===== src/rtl/csr_trap_unit_pkg.sv =====
// Shared constants for the machine-mode CSR / trap unit: CSR addresses,
// cause codes, system-instruction kinds and the trap FSM state type.
package csr_trap_unit_pkg;

  localparam logic [11:0] CSR_MSTATUS   = 12'h300;
  localparam logic [11:0] CSR_MISA      = 12'h301;
  localparam logic [11:0] CSR_MIE       = 12'h304;
  localparam logic [11:0] CSR_MTVEC     = 12'h305;
  localparam logic [11:0] CSR_MSCRATCH  = 12'h340;
  localparam logic [11:0] CSR_MEPC      = 12'h341;
  localparam logic [11:0] CSR_MCAUSE    = 12'h342;
  localparam logic [11:0] CSR_MTVAL     = 12'h343;
  localparam logic [11:0] CSR_MIP       = 12'h344;
  localparam logic [11:0] CSR_MCYCLE    = 12'hB00;
  localparam logic [11:0] CSR_MCYCLEH   = 12'hB80;
  localparam logic [11:0] CSR_MINSTRET  = 12'hB02;
  localparam logic [11:0] CSR_MINSTRETH = 12'hB82;

  localparam logic [31:0] MISA_VALUE = 32'h4000_0100;

  // Synchronous exception causes
  localparam logic [4:0] CAUSE_BREAKPOINT = 5'd3;
  localparam logic [4:0] CAUSE_ECALL_M    = 5'd11;
  // Interrupt causes
  localparam logic [4:0] CAUSE_IRQ_SW     = 5'd3;
  localparam logic [4:0] CAUSE_IRQ_TIMER  = 5'd7;
  localparam logic [4:0] CAUSE_IRQ_EXT    = 5'd11;

  localparam logic [1:0] SYS_ECALL  = 2'd0;
  localparam logic [1:0] SYS_EBREAK = 2'd1;
  localparam logic [1:0] SYS_MRET   = 2'd2;

  typedef enum logic [1:0] {
    ST_IDLE     = 2'd0,
    ST_FLUSH    = 2'd1,
    ST_REDIRECT = 2'd2
  } trap_state_e;

  // Read view of mstatus: MPP is hardwired to machine mode
  function automatic logic [31:0] mstatus_view(input logic mie, input logic mpie);
    return {19'b0, 2'b11, 3'b0, mpie, 3'b0, mie, 3'b0};
  endfunction

endpackage


===== src/rtl/csr_trap_unit_irq_prio_enc.sv =====
// Fixed-priority interrupt selector: highest-index local line first,
// then external, software, timer.
module irq_prio_enc #(
  parameter int unsigned NUM_IRQ = 16
) (
  input  logic [NUM_IRQ-1:0] irq_local,
  input  logic               irq_ext,
  input  logic               irq_sw,
  input  logic               irq_timer,
  output logic               valid,
  output logic [4:0]         cause
);
  import csr_trap_unit_pkg::*;

  // Later assignments override earlier ones, so sources go lowest priority first
  always_comb begin
    valid = 1'b0;
    cause = '0;
    if (irq_timer) begin
      valid = 1'b1;
      cause = CAUSE_IRQ_TIMER;
    end
    if (irq_sw) begin
      valid = 1'b1;
      cause = CAUSE_IRQ_SW;
    end
    if (irq_ext) begin
      valid = 1'b1;
      cause = CAUSE_IRQ_EXT;
    end
    for (int unsigned i = 0; i < NUM_IRQ; i++) begin
      if (irq_local[i]) begin
        valid = 1'b1;
        cause = 5'(16 + i);
      end
    end
  end

endmodule


===== src/rtl/csr_trap_unit.sv =====
// Machine-mode CSR file with synchronous trap / mret handling and an
// interrupt path that drains the pipeline before redirecting fetch.
module csr_trap_unit #(
  parameter int unsigned NUM_IRQ     = 16,
  parameter int unsigned FLUSH_DEPTH = 4,
  parameter int unsigned VECTORED_EN = 1
) (
  input  logic               clock,
  input  logic               reset,
  input  logic [11:0]        csr_raddr,
  input  logic [11:0]        csr_waddr,
  input  logic               csr_wen,
  input  logic [31:0]        csr_wdata,
  output logic [31:0]        csr_rdata,
  input  logic               advance,
  input  logic [31:0]        pc_id,
  input  logic               sys_req,
  input  logic [1:0]         sys_kind,
  input  logic               irq_ext,
  input  logic               irq_timer,
  input  logic               irq_sw,
  input  logic [NUM_IRQ-1:0] irq_local,
  input  logic               retire,
  output logic               flush,
  output logic               trap_redirect,
  output logic [31:0]        trap_target,
  output logic               int_taken
);
  import csr_trap_unit_pkg::*;

  localparam logic [31:0] LOCAL_MASK = ((32'h1 << NUM_IRQ) - 32'h1) << 16;
  localparam logic [31:0] MIE_WMASK  = LOCAL_MASK | 32'h0000_0888;
  localparam logic        VEC_OK     = (VECTORED_EN != 0);
  localparam logic [31:0] ALIGN4     = 32'hFFFF_FFFC;

  logic        st_mie, st_mpie;
  logic [31:0] mie_q, mtvec_q, mscratch_q, mepc_q, mcause_q, mtval_q;
  logic [63:0] mcycle_q, minstret_q;
  logic [31:0] mip_w, rd_cur, wr_view, target_q, irq_target;
  logic        wr_ok, sync_redirect_q;

  trap_state_e state_q, state_d;
  logic [3:0]  cnt_q, cnt_d;
  logic [4:0]  cause_q, cause_d, irq_cause;
  logic        irq_valid, sys_valid, take_sync, take_mret, take_irq, do_redirect;

  assign mip_w = {16'(irq_local), 4'b0, irq_ext, 3'b0, irq_timer, 3'b0, irq_sw, 3'b0};

  irq_prio_enc #(.NUM_IRQ(NUM_IRQ)) u_prio (
    .irq_local (irq_local & mie_q[16 +: NUM_IRQ]),
    .irq_ext   (irq_ext   & mie_q[11]),
    .irq_sw    (irq_sw    & mie_q[3]),
    .irq_timer (irq_timer & mie_q[7]),
    .valid     (irq_valid),
    .cause     (irq_cause)
  );

  // Current read value of the addressed CSR
  always_comb begin
    case (csr_raddr)
      CSR_MSTATUS:   rd_cur = mstatus_view(st_mie, st_mpie);
      CSR_MISA:      rd_cur = MISA_VALUE;
      CSR_MIE:       rd_cur = mie_q;
      CSR_MTVEC:     rd_cur = mtvec_q;
      CSR_MSCRATCH:  rd_cur = mscratch_q;
      CSR_MEPC:      rd_cur = mepc_q;
      CSR_MCAUSE:    rd_cur = mcause_q;
      CSR_MTVAL:     rd_cur = mtval_q;
      CSR_MIP:       rd_cur = mip_w;
      CSR_MCYCLE:    rd_cur = mcycle_q[31:0];
      CSR_MCYCLEH:   rd_cur = mcycle_q[63:32];
      CSR_MINSTRET:  rd_cur = minstret_q[31:0];
      CSR_MINSTRETH: rd_cur = minstret_q[63:32];
      default:       rd_cur = '0;
    endcase
  end

  // Masked write data as it will read back; wr_ok flags a writable address
  always_comb begin
    wr_ok   = 1'b1;
    wr_view = csr_wdata;
    case (csr_waddr)
      CSR_MSTATUS: wr_view = mstatus_view(csr_wdata[3], csr_wdata[7]);
      CSR_MIE:     wr_view = csr_wdata & MIE_WMASK;
      CSR_MTVEC:   wr_view = {csr_wdata[31:2], 1'b0, csr_wdata[0] & VEC_OK};
      CSR_MEPC:    wr_view = csr_wdata & ALIGN4;
      CSR_MSCRATCH, CSR_MCAUSE, CSR_MTVAL,
      CSR_MCYCLE, CSR_MCYCLEH, CSR_MINSTRET, CSR_MINSTRETH: wr_view = csr_wdata;
      default:     wr_ok = 1'b0;
    endcase
  end

  // Trap FSM next state: sync traps and mret act in IDLE; interrupts drain first
  always_comb begin
    state_d     = state_q;
    cnt_d       = cnt_q;
    cause_d     = cause_q;
    take_sync   = 1'b0;
    take_mret   = 1'b0;
    take_irq    = 1'b0;
    do_redirect = 1'b0;
    sys_valid   = sys_req && (sys_kind != 2'd3);
    unique case (state_q)
      ST_IDLE: begin
        if (advance) begin
          if (sys_valid && sys_kind != SYS_MRET) begin
            take_sync = 1'b1;
          end else if (sys_valid) begin
            take_mret = 1'b1;
          end else if (st_mie && irq_valid) begin
            take_irq = 1'b1;
            cause_d  = irq_cause;
            cnt_d    = '0;
            state_d  = ST_FLUSH;
          end
        end
      end
      ST_FLUSH: begin
        // Leave on the advance that brings the count to FLUSH_DEPTH, so an
        // unstalled drain spends exactly FLUSH_DEPTH cycles with flush high
        if (advance) begin
          cnt_d = cnt_q + 4'd1;
          if (cnt_d == 4'(FLUSH_DEPTH)) state_d = ST_REDIRECT;
        end
      end
      ST_REDIRECT: begin
        do_redirect = 1'b1;
        state_d     = ST_IDLE;
      end
      default: state_d = ST_IDLE;
    endcase
  end

  // FSM state, drain counter and latched interrupt cause
  always_ff @(posedge clock) begin
    if (reset) begin
      state_q <= ST_IDLE;
      cnt_q   <= '0;
      cause_q <= '0;
    end else begin
      state_q <= state_d;
      cnt_q   <= cnt_d;
      cause_q <= cause_d;
    end
  end

  // CSR writes first; trap side effects are applied after so they win
  always_ff @(posedge clock) begin
    if (reset) begin
      st_mie          <= 1'b0;
      st_mpie         <= 1'b0;
      mie_q           <= '0;
      mtvec_q         <= '0;
      mscratch_q      <= '0;
      mepc_q          <= '0;
      mcause_q        <= '0;
      mtval_q         <= '0;
      target_q        <= '0;
      sync_redirect_q <= 1'b0;
      csr_rdata       <= '0;
    end else begin
      csr_rdata       <= (csr_wen && wr_ok && csr_waddr == csr_raddr) ? wr_view : rd_cur;
      sync_redirect_q <= take_sync | take_mret;
      if (csr_wen) begin
        case (csr_waddr)
          CSR_MSTATUS: begin
            st_mie  <= wr_view[3];
            st_mpie <= wr_view[7];
          end
          CSR_MIE:      mie_q      <= wr_view;
          CSR_MTVEC:    mtvec_q    <= wr_view;
          CSR_MSCRATCH: mscratch_q <= wr_view;
          CSR_MEPC:     mepc_q     <= wr_view;
          CSR_MCAUSE:   mcause_q   <= wr_view;
          CSR_MTVAL:    mtval_q    <= wr_view;
          default: ;
        endcase
      end
      if (take_sync) begin
        mepc_q   <= pc_id & ALIGN4;
        mcause_q <= {27'b0, (sys_kind == SYS_EBREAK) ? CAUSE_BREAKPOINT : CAUSE_ECALL_M};
        st_mpie  <= st_mie;
        st_mie   <= 1'b0;
        target_q <= mtvec_q & ALIGN4;
      end
      if (take_mret) begin
        target_q <= mepc_q;
        st_mie   <= st_mpie;
        st_mpie  <= 1'b1;
      end
      if (take_irq) begin
        st_mpie <= 1'b1;
        st_mie  <= 1'b0;
      end
      if (do_redirect) begin
        mepc_q   <= pc_id & ALIGN4;
        mcause_q <= {1'b1, 26'b0, cause_q};
      end
    end
  end

  // 64-bit counters; a write to either half suppresses that cycle's increment
  always_ff @(posedge clock) begin
    if (reset) begin
      mcycle_q   <= '0;
      minstret_q <= '0;
    end else begin
      if (csr_wen && csr_waddr == CSR_MCYCLE)       mcycle_q[31:0]  <= csr_wdata;
      else if (csr_wen && csr_waddr == CSR_MCYCLEH) mcycle_q[63:32] <= csr_wdata;
      else                                          mcycle_q        <= mcycle_q + 64'd1;
      if (csr_wen && csr_waddr == CSR_MINSTRET)       minstret_q[31:0]  <= csr_wdata;
      else if (csr_wen && csr_waddr == CSR_MINSTRETH) minstret_q[63:32] <= csr_wdata;
      else if (retire)                                minstret_q        <= minstret_q + 64'd1;
    end
  end

  assign irq_target    = (mtvec_q & ALIGN4) + (mtvec_q[0] ? {25'b0, cause_q, 2'b00} : 32'd0);
  assign flush         = (state_q == ST_FLUSH);
  assign int_taken     = (state_q == ST_REDIRECT);
  assign trap_redirect = sync_redirect_q | int_taken;
  assign trap_target   = int_taken ? irq_target : target_q;

endmodule

===== config.mk =====
export PLATFORM = sky130hd
export DESIGN_NAME = csr_trap_unit
export DESIGN_NICKNAME = d
export VERILOG_FILES = /design/src/rtl/csr_trap_unit_pkg.sv /design/src/rtl/csr_trap_unit_irq_prio_enc.sv /design/src/rtl/csr_trap_unit.sv
export SDC_FILE = /design/constraint.sdc
export NUM_CORES = 1
export LEC_CHECK = 0
export ABC_CLOCK_PERIOD_IN_PS = 2600
export CORE_MARGIN = 2
export CORE_UTILIZATION = 38
export CTS_CLUSTER_DIAMETER = 150
export DETAILED_ROUTE_END_ITERATION = 12
export GPL_ROUTABILITY_DRIVEN = 0
export PLACE_DENSITY = 0.57
export SKIP_CTS_REPAIR_TIMING = 1
export SLEW_MARGIN = 20
export SYNTH_ARGS = -nofsm -noshare
export SYNTH_HDL_FRONTEND = slang
export SYNTH_SLANG_ARGS = --single-unit

===== constraint.sdc =====
create_clock -name clock -period 2.6 [get_ports clock]
set_clock_uncertainty 0.05 [all_clocks]
set_input_delay 0.26 -clock clock [delete_from_list [all_inputs] [get_ports clock]]
set_output_delay 0.26 -clock clock [all_outputs]
set_load 0.05 [all_outputs]

==> results.py <==
metrics = {
    "routing": {
        "vias_per_cell": 6.18,
        "drtAntennaViolNets": 0,
        "post_drt_wl_per_cell_um": 24.4,
        "detail_route.iter0.violations": 3566,
        "detail_route.drc_violations": 0,
        "vias": 25970,
        "drt_pass1_iterations": 9,
        "routed_wirelength_mm": 102,
    },
    "yosys": {
        "synth_seq_cells": 398,
        "synthesis.yosys.warnings": 0,
        "syn-mean-instance-area_um2": 7.48,
        "synth-async-reset-ratio_pct": 0,
        "synth.yosys.seq_area_share_pct": 35.5,
        "synth_area_um2": 22500,
        "postSynthNetCount": 3129,
        "synth.lib_cells_used.distinct": 82,
        "ys_dominant_reg_cell": "sky130_fd_sc_hd__dfxtp_1",
        "synth_edf_count": 0,
        "synthesis.instances": 3004,
    },
    "floorplan": {
        "die_area_um2": 61100,
        "number_of_top_level_pins": 182,
        "die_height_um": 247,
        "core-area_um2": 58700,
        "dieWidth_um": 247,
        "floorplan.initialDensity_pct": 38.3,
        "rows": 89,
    },
    "global_route": {
        "gr-usage-met2_pct": 51.4,
        "busiest_layer": "met2",
        "grt_antenna_before_repair": 0,
        "globalRouteMet3Util_pct": 5.59,
        "grt_pass1_wl_mm": 151,
        "grt_pass1_vias": 23898,
        "globalRouteOverflowTotal": 0,
        "grt_use_met1_pct": 43.6,
        "grt_start_max_net_pins": 111,
        "track_usage_pct": 32.3,
    },
    "power_and_ir_drop": {
        "design_power_mw": 14.5,
        "pwr-share-comb_pct": 10.0,
        "seq_power_share_pct": 43.1,
        "swShare_pct": 25.8,
        "power.share.clock_pct": 46.9,
        "leakage_nw": 10.7,
        "switchingPower_mw": 3.73,
        "power_report.internal_total_mw": 10.7,
        "vdd_ir_drop_max_uv": 567,
        "powerDensity_nw_per_um2": 472,
    },
    "timing": {
        "timing.final.hold_violations": 0,
        "maxClockFrequency_ghz": 0.302,
        "slew_viol_final": 0,
        "worst-slew-pin-transition_ns": 0.911,
        "slew_headroom_pct": 39.3,
        "grt_setup_unrepaired": "true",
        "period_needed_ns": 3.31,
        "postLayoutSetupSlackWorst_ns": -0.710,
        "total_setup_violations_reported_at_the_end_of_the_flow": 28,
        "fin_tns_setup_ns": -14.21,
        "final.period_utilization_pct": 127,
    },
    "layout": {
        "largestRegisters": "mcycle_q x64, minstret_q x64",
        "layout.filler_cells": 5494,
        "final_net_count": 3522,
        "multi_input_area_um2": 14200,
        "final_layout_size_suffix_gt1_share_pct": 20.2,
        "final_core_utilization_pct": 52.2,
        "final-seq-area_um2": 7990,
        "area_overhead_of_the_layout_relative_to_synthesis_pct": 36.2,
    },
    "critical_path": {
        "critical_path.cell_chain": "and2_4, ha_4, inv_2, fa_2, nor2b_4, o21a_4, buf_6, o21a_4, buf_12, o2111ai_2, xor2_1, o21ai_4, buf_12",
        "cp-end-kind": "primary output",
        "criticalPathCategory": "reg2out",
        "worstSetupStartpointType": "flop",
        "cp_data_arrival_time_ns": 3.00,
        "crit_slowest_cell": "sky130_fd_sc_hd__fa_2",
        "biggest_fanout_along_the_worst_timing_path": 6,
        "cp.required_ns": 2.29,
        "slowest_delay_ns": 0.41,
    },
    "clocking": {
        "clk_pin_slew_ns": 0.06,
        "cts_root_buffer": "sky130_fd_sc_hd__clkbuf_16",
        "insertion_delay_ns": 0.59,
        "cts_buffer_depth": 3,
        "htreeDepth": 2,
        "cts-buffers-inserted": 46,
        "cts_tree": "yes",
        "clkSinkCount": 398,
    },
    "placement": {
        "hpwl_mm": 77.4,
        "place.port_buffers": 179,
        "place_worst_setup_slack_ns": -0.419,
    },
    "run_status": {
        "status": "finished, violations left",
        "failed_checks": "setup timing",
    },
    "min_path": {
        "hold_class": "in2reg",
    },
    "run": {
        "max-cap-violations": 0,
    },
}
[per-layer routing]
layer / share of wire [%] / wire (um) / vias up
met1: 41 / 41900 / 12440
li1: - / - / 11753
met4: 4.4 / 4530 / 0
met2: 45 / 45800 / 1526
met5: 0 / 0 / -
met3: 9.9 / 10200 / 251
[placed cells by master, fill, tap and decap left out, drive strengths merged, types with 10 or more instances in the layout]
cell type,instances
nand2,491
buf,472
dfxtp,398
nor2,290
a21oi,232
nand3,148
clkdlybuf4s50,140
mux2i,125
o21ai,114
o22ai,77
nor3,64
a311oi,63
clkbuf,60
nand4,56
and3,53
a31oi,48
a211oi,47
a22oi,42
xor2,39
inv,37
nor4,36
xnor2,33
and2,30
o211ai,26
a22o,21
a2111oi,21
or4,21
or3,20
and4,18
nor2b,12
a41oi,11
mux2,10
clkinv,10
[layout make-up]
| type | instances | area share (%) |
|---|---|---|
| Multi-Input combinational cell | 2300 | 46.4 |
| Sequential cell | 398 | 26.1 |
| Timing Repair Buffer | 614 | 18.9 |
| Clock buffer | 60 | 4.23 |
| Tap cell | 773 | 3.16 |
| Clock inverter | 19 | 0.764 |
| Inverter | 37 | 0.454 |
| Antenna cell | 1 | 0.00817 |
[stage by stage]
| step | hold slack [ns] | area [um2] | std cells |
|---|---|---|---|
| 2_1_floorplan | 0.334 | 22700 | 3004 |
| 3_3_place_gp | 0.387 | 28400 | 4112 |
| 3_5_place_dp | 0.394 | 28400 | 4112 |
| 4_1_cts | 0.0451 | 29900 | 4191 |
| 5_1_grt | 0.0716 | 30600 | 4201 |
| 6_report | 0.0680 | 30600 | 4202 |
[worst max-delay path: cells and delay by family, from the launching register on]
| kind | cells | cell delay [ns] |
|---|---|---|
| fa+ha+maj | 2 | 0.54 |
| compound gates | 4 | 0.50 |
| buf+inv | 4 | 0.43 |
| flops | 1 | 0.34 |
| xor+xnor | 1 | 0.31 |
| simple gates | 2 | 0.29 |
[power groups by stage]
stage	combinational (mW)	clock [mW]	sequential, mW
finish	1.45	6.78	6.23
detailed placement	1.41	0	6.36
global placement	1.40	0	6.36
global route	1.50	7.09	6.23
CTS	1.41	6.83	6.23
floorplan	0.618	0	6.33
[Yosys cell counts (6+ instances only)]
cell type / n / share of area [%]
sky130_fd_sc_hd__a2111oi_0: 21 / 0.82
sky130_fd_sc_hd__a211oi_1: 47 / 1.6
sky130_fd_sc_hd__a21o_1: 9 / 0.30
sky130_fd_sc_hd__a21oi_1: 232 / 5.2
sky130_fd_sc_hd__a22o_1: 21 / 0.82
sky130_fd_sc_hd__a22oi_1: 42 / 1.4
sky130_fd_sc_hd__a311oi_1: 63 / 2.5
sky130_fd_sc_hd__a31oi_1: 48 / 1.3
sky130_fd_sc_hd__a32oi_1: 8 / 0.31
sky130_fd_sc_hd__a41oi_1: 11 / 0.43
sky130_fd_sc_hd__and2_1: 29 / 0.81
sky130_fd_sc_hd__and3_1: 53 / 1.5
sky130_fd_sc_hd__and4_1: 18 / 0.70
sky130_fd_sc_hd__buf_1: 24 / 0.40
sky130_fd_sc_hd__clkbuf_1: 243 / 4.1
sky130_fd_sc_hd__dfxtp_1: 398 / 35
sky130_fd_sc_hd__ha_1: 9 / 0.50
sky130_fd_sc_hd__inv_1: 36 / 0.60
sky130_fd_sc_hd__mux2_2: 10 / 0.50
sky130_fd_sc_hd__mux2i_1: 125 / 5.6
sky130_fd_sc_hd__nand2_1: 491 / 8.2
sky130_fd_sc_hd__nand2b_1: 8 / 0.22
sky130_fd_sc_hd__nand3_1: 148 / 3.3
sky130_fd_sc_hd__nand4_1: 55 / 1.5
sky130_fd_sc_hd__nor2_1: 290 / 4.8
sky130_fd_sc_hd__nor2b_1: 12 / 0.33
sky130_fd_sc_hd__nor3_1: 63 / 1.4
sky130_fd_sc_hd__nor3b_1: 6 / 0.20
sky130_fd_sc_hd__nor4_1: 36 / 1.0
sky130_fd_sc_hd__nor4b_1: 7 / 0.27
sky130_fd_sc_hd__o2111ai_1: 6 / 0.23
sky130_fd_sc_hd__o211ai_1: 26 / 0.87
sky130_fd_sc_hd__o21a_1: 6 / 0.20
sky130_fd_sc_hd__o21ai_0: 114 / 2.5
sky130_fd_sc_hd__o22ai_1: 77 / 2.1
sky130_fd_sc_hd__o31ai_1: 7 / 0.23
sky130_fd_sc_hd__or2_2: 7 / 0.19
sky130_fd_sc_hd__or3_1: 20 / 0.56
sky130_fd_sc_hd__or4_1: 20 / 0.67
sky130_fd_sc_hd__xnor2_1: 33 / 1.3
sky130_fd_sc_hd__xor2_1: 39 / 1.5
[cells by family (layout without fill, tap and decap cells)]
kind of cell / count (synthesis) / count (layout) / synth area share, %
and+or+nand+nor: 1287 / 1287 / 26.7
AOI/OAI and AO/OA: 796 / 796 / 23.2
DFF: 398 / 398 / 35.5
buffers and inverters: 306 / 730 / 5.15
muxes: 135 / 135 / 6.07
xor gates and xnor gates: 72 / 72 / 2.81
adders and majority gates: 10 / 10 / 0.590
other: 0 / 1 / 0
[path summary, 6_finish.rpt]
kind | start | end | slack [ns] | cells after the start
setup / recovery | mtvec_q[0] | trap_target[22] | -0.71 | 13
hold / removal | reset | mcycle_q[34] | 0.07 | 2
setup reg to reg | mcycle_q[35] | mcycle_q[56] | 0.05 | 6
hold reg to reg | mscratch_q[18] | mscratch_q[18] | 0.40 | 2
Power figures use the tool's default switching activity.
